[config.mk]
export PLATFORM = sky130hd
export DESIGN_NAME = pipelined_adder
export DESIGN_NICKNAME = d
export VERILOG_FILES = /design/src/rtl/pipelined_adder_pkg.sv /design/src/rtl/adder_stage.sv /design/src/rtl/pipelined_adder.sv
export SDC_FILE = /design/constraint.sdc
export NUM_CORES = 1
export LEC_CHECK = 0
export ABC_AREA = 0
export CAP_MARGIN = 20
export CORE_UTILIZATION = 30
export CTS_BUF_LIST = sky130_fd_sc_hd__clkbuf_8
export DETAILED_ROUTE_END_ITERATION = 12
export SYNTH_ARGS = -nofsm -noshare
export SYNTH_HDL_FRONTEND = slang
export SYNTH_SLANG_ARGS = --single-unit
[constraint.sdc]
create_clock -name CLK -period 4.9 [get_ports CLK]
set_clock_uncertainty 0.15 [all_clocks]
set_input_delay 0.49 -clock CLK [delete_from_list [all_inputs] [get_ports CLK]]
set_output_delay 0.49 -clock CLK [all_outputs]
set_load 0.02 [all_outputs]
[src/rtl/pipelined_adder_pkg.sv]
// Shared types and helpers for the chunked, carry-pipelined adder.
package pipelined_adder_pkg;

    // Widest operand the stage record can carry.
    localparam int unsigned MAX_WIDTH = 64;

    // Per-stage view: valid bit, carry out of the chunk, de-skewed partial
    // sum (chunks 0..k) and the skewed operands travelling with the slot.
    typedef struct packed {
        logic                 valid;
        logic                 carry;
        logic [MAX_WIDTH-1:0] sum;
        logic [MAX_WIDTH-1:0] a;
        logic [MAX_WIDTH-1:0] b;
    } stage_rec_t;

    // Pipeline depth (and latency in cycles).
    function automatic int unsigned stages_f(input int unsigned width,
                                             input int unsigned chunk);
        return width / chunk;
    endfunction

endpackage

[src/rtl/adder_stage.sv]
// One CHUNK-wide registered add with carry in/out and a hold enable.
module adder_stage #(
    parameter int unsigned CHUNK = 4
) (
    input  logic             clk_i,
    input  logic             rst_i,
    input  logic             en_i,
    input  logic [CHUNK-1:0] a_i,
    input  logic [CHUNK-1:0] b_i,
    input  logic             c_i,
    output logic [CHUNK-1:0] s_o,
    output logic             c_o,
    output logic             cm_o
);

    logic [CHUNK-1:0] s_q, s_d;
    logic             c_q, c_d;
    logic             cm_q, cm_d;

    // Chunk sum, carry out, and carry into the chunk MSB (for overflow).
    always_comb begin
        {c_d, s_d} = {1'b0, a_i} + {1'b0, b_i} + {{CHUNK{1'b0}}, c_i};
        cm_d       = s_d[CHUNK-1] ^ a_i[CHUNK-1] ^ b_i[CHUNK-1];
    end

    // Result register: cleared by reset, held while the pipeline stalls.
    always_ff @(posedge clk_i) begin
        if (rst_i) begin
            s_q  <= '0;
            c_q  <= 1'b0;
            cm_q <= 1'b0;
        end else if (en_i) begin
            s_q  <= s_d;
            c_q  <= c_d;
            cm_q <= cm_d;
        end
    end

    assign s_o  = s_q;
    assign c_o  = c_q;
    assign cm_o = cm_q;

endmodule

[src/rtl/pipelined_adder.sv]
// Carry-pipelined adder/subtractor: one CHUNK per stage, STAGES cycles of
// latency, valid/ready flow control with a single global advance enable.
module pipelined_adder
    import pipelined_adder_pkg::*;
#(
    parameter int unsigned WIDTH = 8,
    parameter int unsigned CHUNK = 4
) (
    input  logic             CLK,
    input  logic             RST,
    input  logic             IN_VALID,
    output logic             IN_READY,
    input  logic [WIDTH-1:0] A,
    input  logic [WIDTH-1:0] B,
    input  logic             C_IN,
    input  logic             SUB,
    output logic             OUT_VALID,
    input  logic             OUT_READY,
    output logic [WIDTH-1:0] Y,
    output logic             C_OUT,
    output logic             V
);

    localparam int unsigned STAGES = stages_f(WIDTH, CHUNK);
    localparam int unsigned LAST   = STAGES - 1;

    logic                     adv;
    logic [WIDTH-1:0]         b_eff;
    stage_rec_t [STAGES-1:0]  stage_w;
    logic [STAGES-1:0]        cm_w;

    assign b_eff = SUB ? ~B : B;

    for (genvar k = 0; k < STAGES; k++) begin : g_stage
        logic             valid_q, valid_d;
        logic [WIDTH-1:0] opa_q, opa_d;
        logic [WIDTH-1:0] opb_q, opb_d;
        logic [WIDTH-1:0] lo_q, lo_d;
        logic             c_in;
        logic [CHUNK-1:0] s;
        logic             c;
        logic             cm;
        stage_rec_t       view;

        if (k == 0) begin : g_head
            // Stage 0 loads the new transaction straight from the ports.
            always_comb begin
                valid_d = IN_VALID;
                opa_d   = A;
                opb_d   = b_eff;
                lo_d    = '0;
                c_in    = C_IN;
            end
        end else begin : g_body
            // Later stages take the slot, operands, lower sum and carry of k-1.
            always_comb begin
                valid_d = stage_w[k-1].valid;
                opa_d   = stage_w[k-1].a[WIDTH-1:0];
                opb_d   = stage_w[k-1].b[WIDTH-1:0];
                lo_d    = stage_w[k-1].sum[WIDTH-1:0];
                c_in    = stage_w[k-1].carry;
            end
        end

        // Slot register: valid, skewed operands and de-skewed lower sum.
        always_ff @(posedge CLK) begin
            if (RST) begin
                valid_q <= 1'b0;
                opa_q   <= '0;
                opb_q   <= '0;
                lo_q    <= '0;
            end else if (adv) begin
                valid_q <= valid_d;
                opa_q   <= opa_d;
                opb_q   <= opb_d;
                lo_q    <= lo_d;
            end
        end

        adder_stage #(
            .CHUNK (CHUNK)
        ) u_add (
            .clk_i (CLK),
            .rst_i (RST),
            .en_i  (adv),
            .a_i   (opa_d[k*CHUNK +: CHUNK]),
            .b_i   (opb_d[k*CHUNK +: CHUNK]),
            .c_i   (c_in),
            .s_o   (s),
            .c_o   (c),
            .cm_o  (cm)
        );

        // Merge this stage's chunk into the de-skewed sum seen downstream.
        always_comb begin
            view                       = '0;
            view.valid                 = valid_q;
            view.carry                 = c;
            view.sum[WIDTH-1:0]        = lo_q;
            view.sum[k*CHUNK +: CHUNK] = s;
            view.a[WIDTH-1:0]          = opa_q;
            view.b[WIDTH-1:0]          = opb_q;
        end

        assign stage_w[k] = view;
        assign cm_w[k]    = cm;
    end

    assign OUT_VALID = stage_w[LAST].valid;
    assign Y         = stage_w[LAST].sum[WIDTH-1:0];
    assign C_OUT     = stage_w[LAST].carry;
    assign V         = cm_w[LAST] ^ stage_w[LAST].carry;

    // Whole pipeline moves together; reset blocks acceptance outright.
    assign adv      = OUT_READY | ~OUT_VALID;
    assign IN_READY = adv & ~RST;

    // Record bits above WIDTH and inner-stage MSB carries are never consumed.
    logic unused_view;
    assign unused_view = ^{stage_w, cm_w};

endmodule

Word-level counts from Yosys, hierarchy flattened

Cells that the tools add are included.

Register bits after elaboration: 33
Word-level logic and storage cells: 23

Bitwise gates (word level): 8
Mux-type cells: 1
Add/sub/neg operators: 4

Operator list:

| operator      | number |
|---|---|
| $add A4 B4 Y5 | 2 |
| $add A5 B1 Y5 | 2 |
| $mux W8       | 1 |
| $not A8 Y8    | 1 |
| $xor A1 B1 Y1 | 3 |
| $not A1 Y1    | 2 |
| $and A1 B1 Y1 | 1 |
| $or A1 B1 Y1  | 1 |

Depth between registers and ports, before layout

Depth after elaboration: 4
Gate-level depth with buffers: 8
Gate-level depth less buffers: 7

By module

Synthesis repeated with hierarchy kept, for this count alone.

Cell total of the unflattened synthesis: 147
Area total of the unflattened synthesis: 1,358.8 um^2

By module, submodules not included:

| module          | instances | area an instance (um^2) | cells an instance | seq. area each (um^2) |
|---|---|---|---|---|
| adder_stage     | 2         | 392.9                   | 40                | 120.1 |
| pipelined_adder | 1         | 573.0                   | 67                | 280.3 |

Worst setup path before layout

Ideal clock, no wire load.

Kind: in2reg
From: in SUB
To: reg g_stage[0].u_add.c_q
Data required time: 4.628 ns
Cell stages on the path: 8
Setup slack: 2.710 ns
Buffers on the path: 1
Data arrival time: 1.919 ns
Cell sequence: buf_2 xnor2_1 fa_1 inv_1 fa_1 a21o_1 a211oi_1 nor3_1

Word-level cells in the longest chain between the ends: 3

Ends and longest elaborated chain:

| element              | RTL line              | source |
|---|---|---|
| from (decl)          | pipelined_adder.sv:16 | `input logic SUB,` |
| $mux W8              | pipelined_adder.sv:32 | `assign b_eff = SUB ? ~B : B;` |
| $add A4 B4 Y5        | adder_stage.sv:22     | `{c_d, s_d} = {1'b0, a_i} + {1'b0, b_i} + {{CHUNK{1'b0}}, c_i};` |
| $add A5 B1 Y5        | adder_stage.sv:22     |  |
| to (signal assigned) | adder_stage.sv:30     | `c_q <= 1'b0;` |
| to (signal assigned) | adder_stage.sv:34     | `c_q <= c_d;` |
| to (decl)            | adder_stage.sv:17     | `logic c_q, c_d;` |

No other way between the ends.
A chain may end at the register's enable or synchronous reset.

Worst setup path in the final report

From: in RST
To: out IN_READY

Word-level cells in the longest chain between the ends: 2

Ends and longest elaborated chain:

| element       | RTL line               | source |
|---|---|---|
| from (decl)   | pipelined_adder.sv:10  | `input logic RST,` |
| $not A1 Y1    | pipelined_adder.sv:116 | `assign IN_READY = adv & ~RST;` |
| $and A1 B1 Y1 | pipelined_adder.sv:116 |  |
| to (decl)     | pipelined_adder.sv:12  | `output logic IN_READY,` |

No other way between the ends.

==> metrics <==
status=completed; port bufs=33; Root Buffer=clkbuf_8; Max stage delay cell, worst path=clkdlybuf4s50_1; num rows=23; min setup slack post-route=1860 ps; mapped cell area=0.00128 mm2; area occupied by multi-input gates=712 um2; clk sinks=25; Reg2Reg Setup Slack=2770 ps; grt total ovfl=0; pin count of the biggest net entering global routing=30; most repeated library cell on the critical path=clkdlybuf4s50_1; Yosys top cell area share=39.0%; CTS tree=done; Initial Utilization=31.6%; total core area=0.00406 mm2; Int Power=355 uW; # H-tree levels=1; VDD IR max=0.0000843 V; Final Hold Fails=0; synth top area cells=dfxtp_1, nand2_1, fa_1, ha_1, a211oi_1; Final min period=3040 ps; Reg clk slew, reported paths=90 ps; buffers plus inverters on the worst setup path=2; initial antenna violation count=0; worst-case clock buffer depth=2; Antenna Diode Count=0; Tcrit/Tclk final=62.1%; Nets=211; R2R cell count=5; drt first pass iters=4; commonest non-fill, non-tap cells in the layout=clkdlybuf4s50_1, dfxtp_1, nand2_1, nor2_1, a21oi_1; CP endpoint kind=output pin; dpl hpwl=1930 um; startpoint types=input pin; pwr/cell area=295 mW/mm2; switching power=143 uW; pre-CTS setup slack=1860 ps; R2R Path End=g_stage[1].u_add.cm_o$_SDFFE_PP0N_; hold crit path type=flop to flop; Max-Cap Viols=0; drt drc=0; Hold WS=307 ps; register area=500 um2; sequential element share of the synthesized area=39.0%; Routed WL=2570 um; global-route wire length before repair=4390 um; CP peak stage delay=910 ps; chip height=67.4 um; synthesized area per cell=8.55 um2; FF-to-FF Start=g_stage[0].opa_q[4]$_SDFFE_PP0N_; logic gate share of total power=27.6%; setup bufs post-CTS=0; Synthesized Nets=182; top cell type by total area after synthesis=dfxtp_1; commonest non-fill, non-tap cell in the layout=clkdlybuf4s50_1; FILL cells=397; Vias/cell=4.74; Sw Share=28.7%; Worst Setup Path Type=input pin to output pin; post-synthesis cell count=150; Worst EP arrival=2400 ps; die width=67.4 um; routability cong.=0.727; clock latency on the worst-skew pair=260 ps; vias=1081; worst-path maximum fanout=28; total CTS buffers=3; register bit total from synthesis=25; wire per inst=11.3 um; post-CTS resize count=0; crit path from=RST; Worst path top cell family by delay=buffers and inverters; Total GRT Usage=12.7%; RSZ-0062 raised after global routing=false; worst path cell trace=clkdlybuf4s50_1 -> nor2_1 -> clkdlybuf4s50_1; worst setup path endpoint=IN_READY; upper clock frequency limit=329 MHz; TNS Setup=0 ps; Reg power frac=47.8%; die area=0.00454 mm2; relative slew slack=32.3%; share of layout cells above drive strength 1=3.93%; power share of the clock group=24.6%; area delta synth->final=31.6%; Final Power=499 uW; YS warnings=0; number of placed I/O pins=34; Iter 0 DRT Violations=28; Required @ worst endpoint=4260 ps; vias in the first global route=1020; Lkg Pwr=0.000702 uW; critical path depth=3; Slew Viols, Final=0; ANT nets after route=0; Yosys cell types=28; CTS hold repair buffers=0; Tightest Pin Transition=1020 ps; final setup vio count=0
-- tightest hold or removal path, cell delays in order, from the launching register on --
cell	delay, ps
dfxtp_1	320
nand2_1	50
a21oi_1	50
-- cells in the mapped netlist (all sizes together) --
cell type  count
and3           1
clkbuf         4
nor3b          1
fa             4
dfxtp         25
nand2         24
a311o          1
mux2i          1
o21ai          2
nor2b          4
buf            6
o21a           1
inv            7
xnor2          7
nor4           1
or3            1
a211oi         9
xor2           6
nand3          5
nand2b         1
nor3           2
ha             6
a21o           3
a21oi         13
mux2           1
nor2          14
-- flip-flops by register name, summed over array words and instances (netlist names) --
name,cells
g_stage.u_add.cm_o,1
g_stage.opb_q,4
g_stage.opa_q,4
g_stage.u_add.c_o,2
g_stage.valid_q,1
g_stage.lo_q,4
g_stage.u_add.s_o,8
OUT_VALID,1
-- power by group through the flow --
stage                     registers, uW  clock network [uW]  logic, uW
after floorplan                     252                   0       74.9
after global placement              243                   0        136
after detailed placement            243                   0        139
after CTS                           239                 127        139
after global routing                242                 136        154
final                               238                 123        137
-- layer usage --
layer	share of wire, %	track usage (%)	routed length [um]
met1	46	16.5	1170
met2	50	20.4	1280
met3	3.0	2.70	78
met4	1.5	5.05	39
met5	0	0	0
-- worst min-delay path by stage --
stage / from / end / slack, ps / cells after the start
2_1_floorplan: g_stage[0].u_add.s_o[1]$_SDFFE_PP0N_ / g_stage[0].u_add.s_o[1]$_SDFFE_PP0N_ / 280 / 2
6_report: g_stage[1].lo_q[2]$_SDFFE_PP0N_ / g_stage[1].lo_q[2]$_SDFFE_PP0N_ / 310 / 2
3_5_place_dp: g_stage[1].lo_q[2]$_SDFFE_PP0N_ / g_stage[1].lo_q[2]$_SDFFE_PP0N_ / 300 / 2
5_1_grt: g_stage[0].valid_q$_SDFFE_PP0N_ / g_stage[0].valid_q$_SDFFE_PP0N_ / 340 / 2
4_1_cts: g_stage[1].lo_q[2]$_SDFFE_PP0N_ / g_stage[1].lo_q[2]$_SDFFE_PP0N_ / 310 / 2
3_3_place_gp: g_stage[0].valid_q$_SDFFE_PP0N_ / g_stage[0].valid_q$_SDFFE_PP0N_ / 290 / 2
-- layout make-up --
| type | count | share of cell area (%) |
|---|---|---|
| tap | 50 | 3.71 |
| sequential | 25 | 29.7 |
| multi-input combinational | 108 | 42.2 |
| clock inverter | 1 | 0.445 |
| clock buffer | 3 | 2.45 |
| inverter | 7 | 1.56 |
| timing repair buffer | 34 | 20.0 |
-- per-stage QoR --
| stage | cells | cell area [um2] | util [%] |
|---|---|---|---|
| final | 228 | 1690 | 41.6 |
| after CTS | 228 | 1690 | 41.6 |
| after global routing | 228 | 1690 | 41.6 |
| after floorplan | 150 | 1280 | - |
| after detailed placement | 224 | 1640 | 40.4 |
| after global placement | 224 | 1640 | 40.4 |
-- logic make-up after synthesis --
kind of cell	share of synthesized area, %
xor+xnor	8.88
buf+inv	5.46
simple gates	18.3
compound gates	14.5
flops	39.0
mux	1.66
fa+ha+maj	12.1
(Power assumes the default switching activity.)
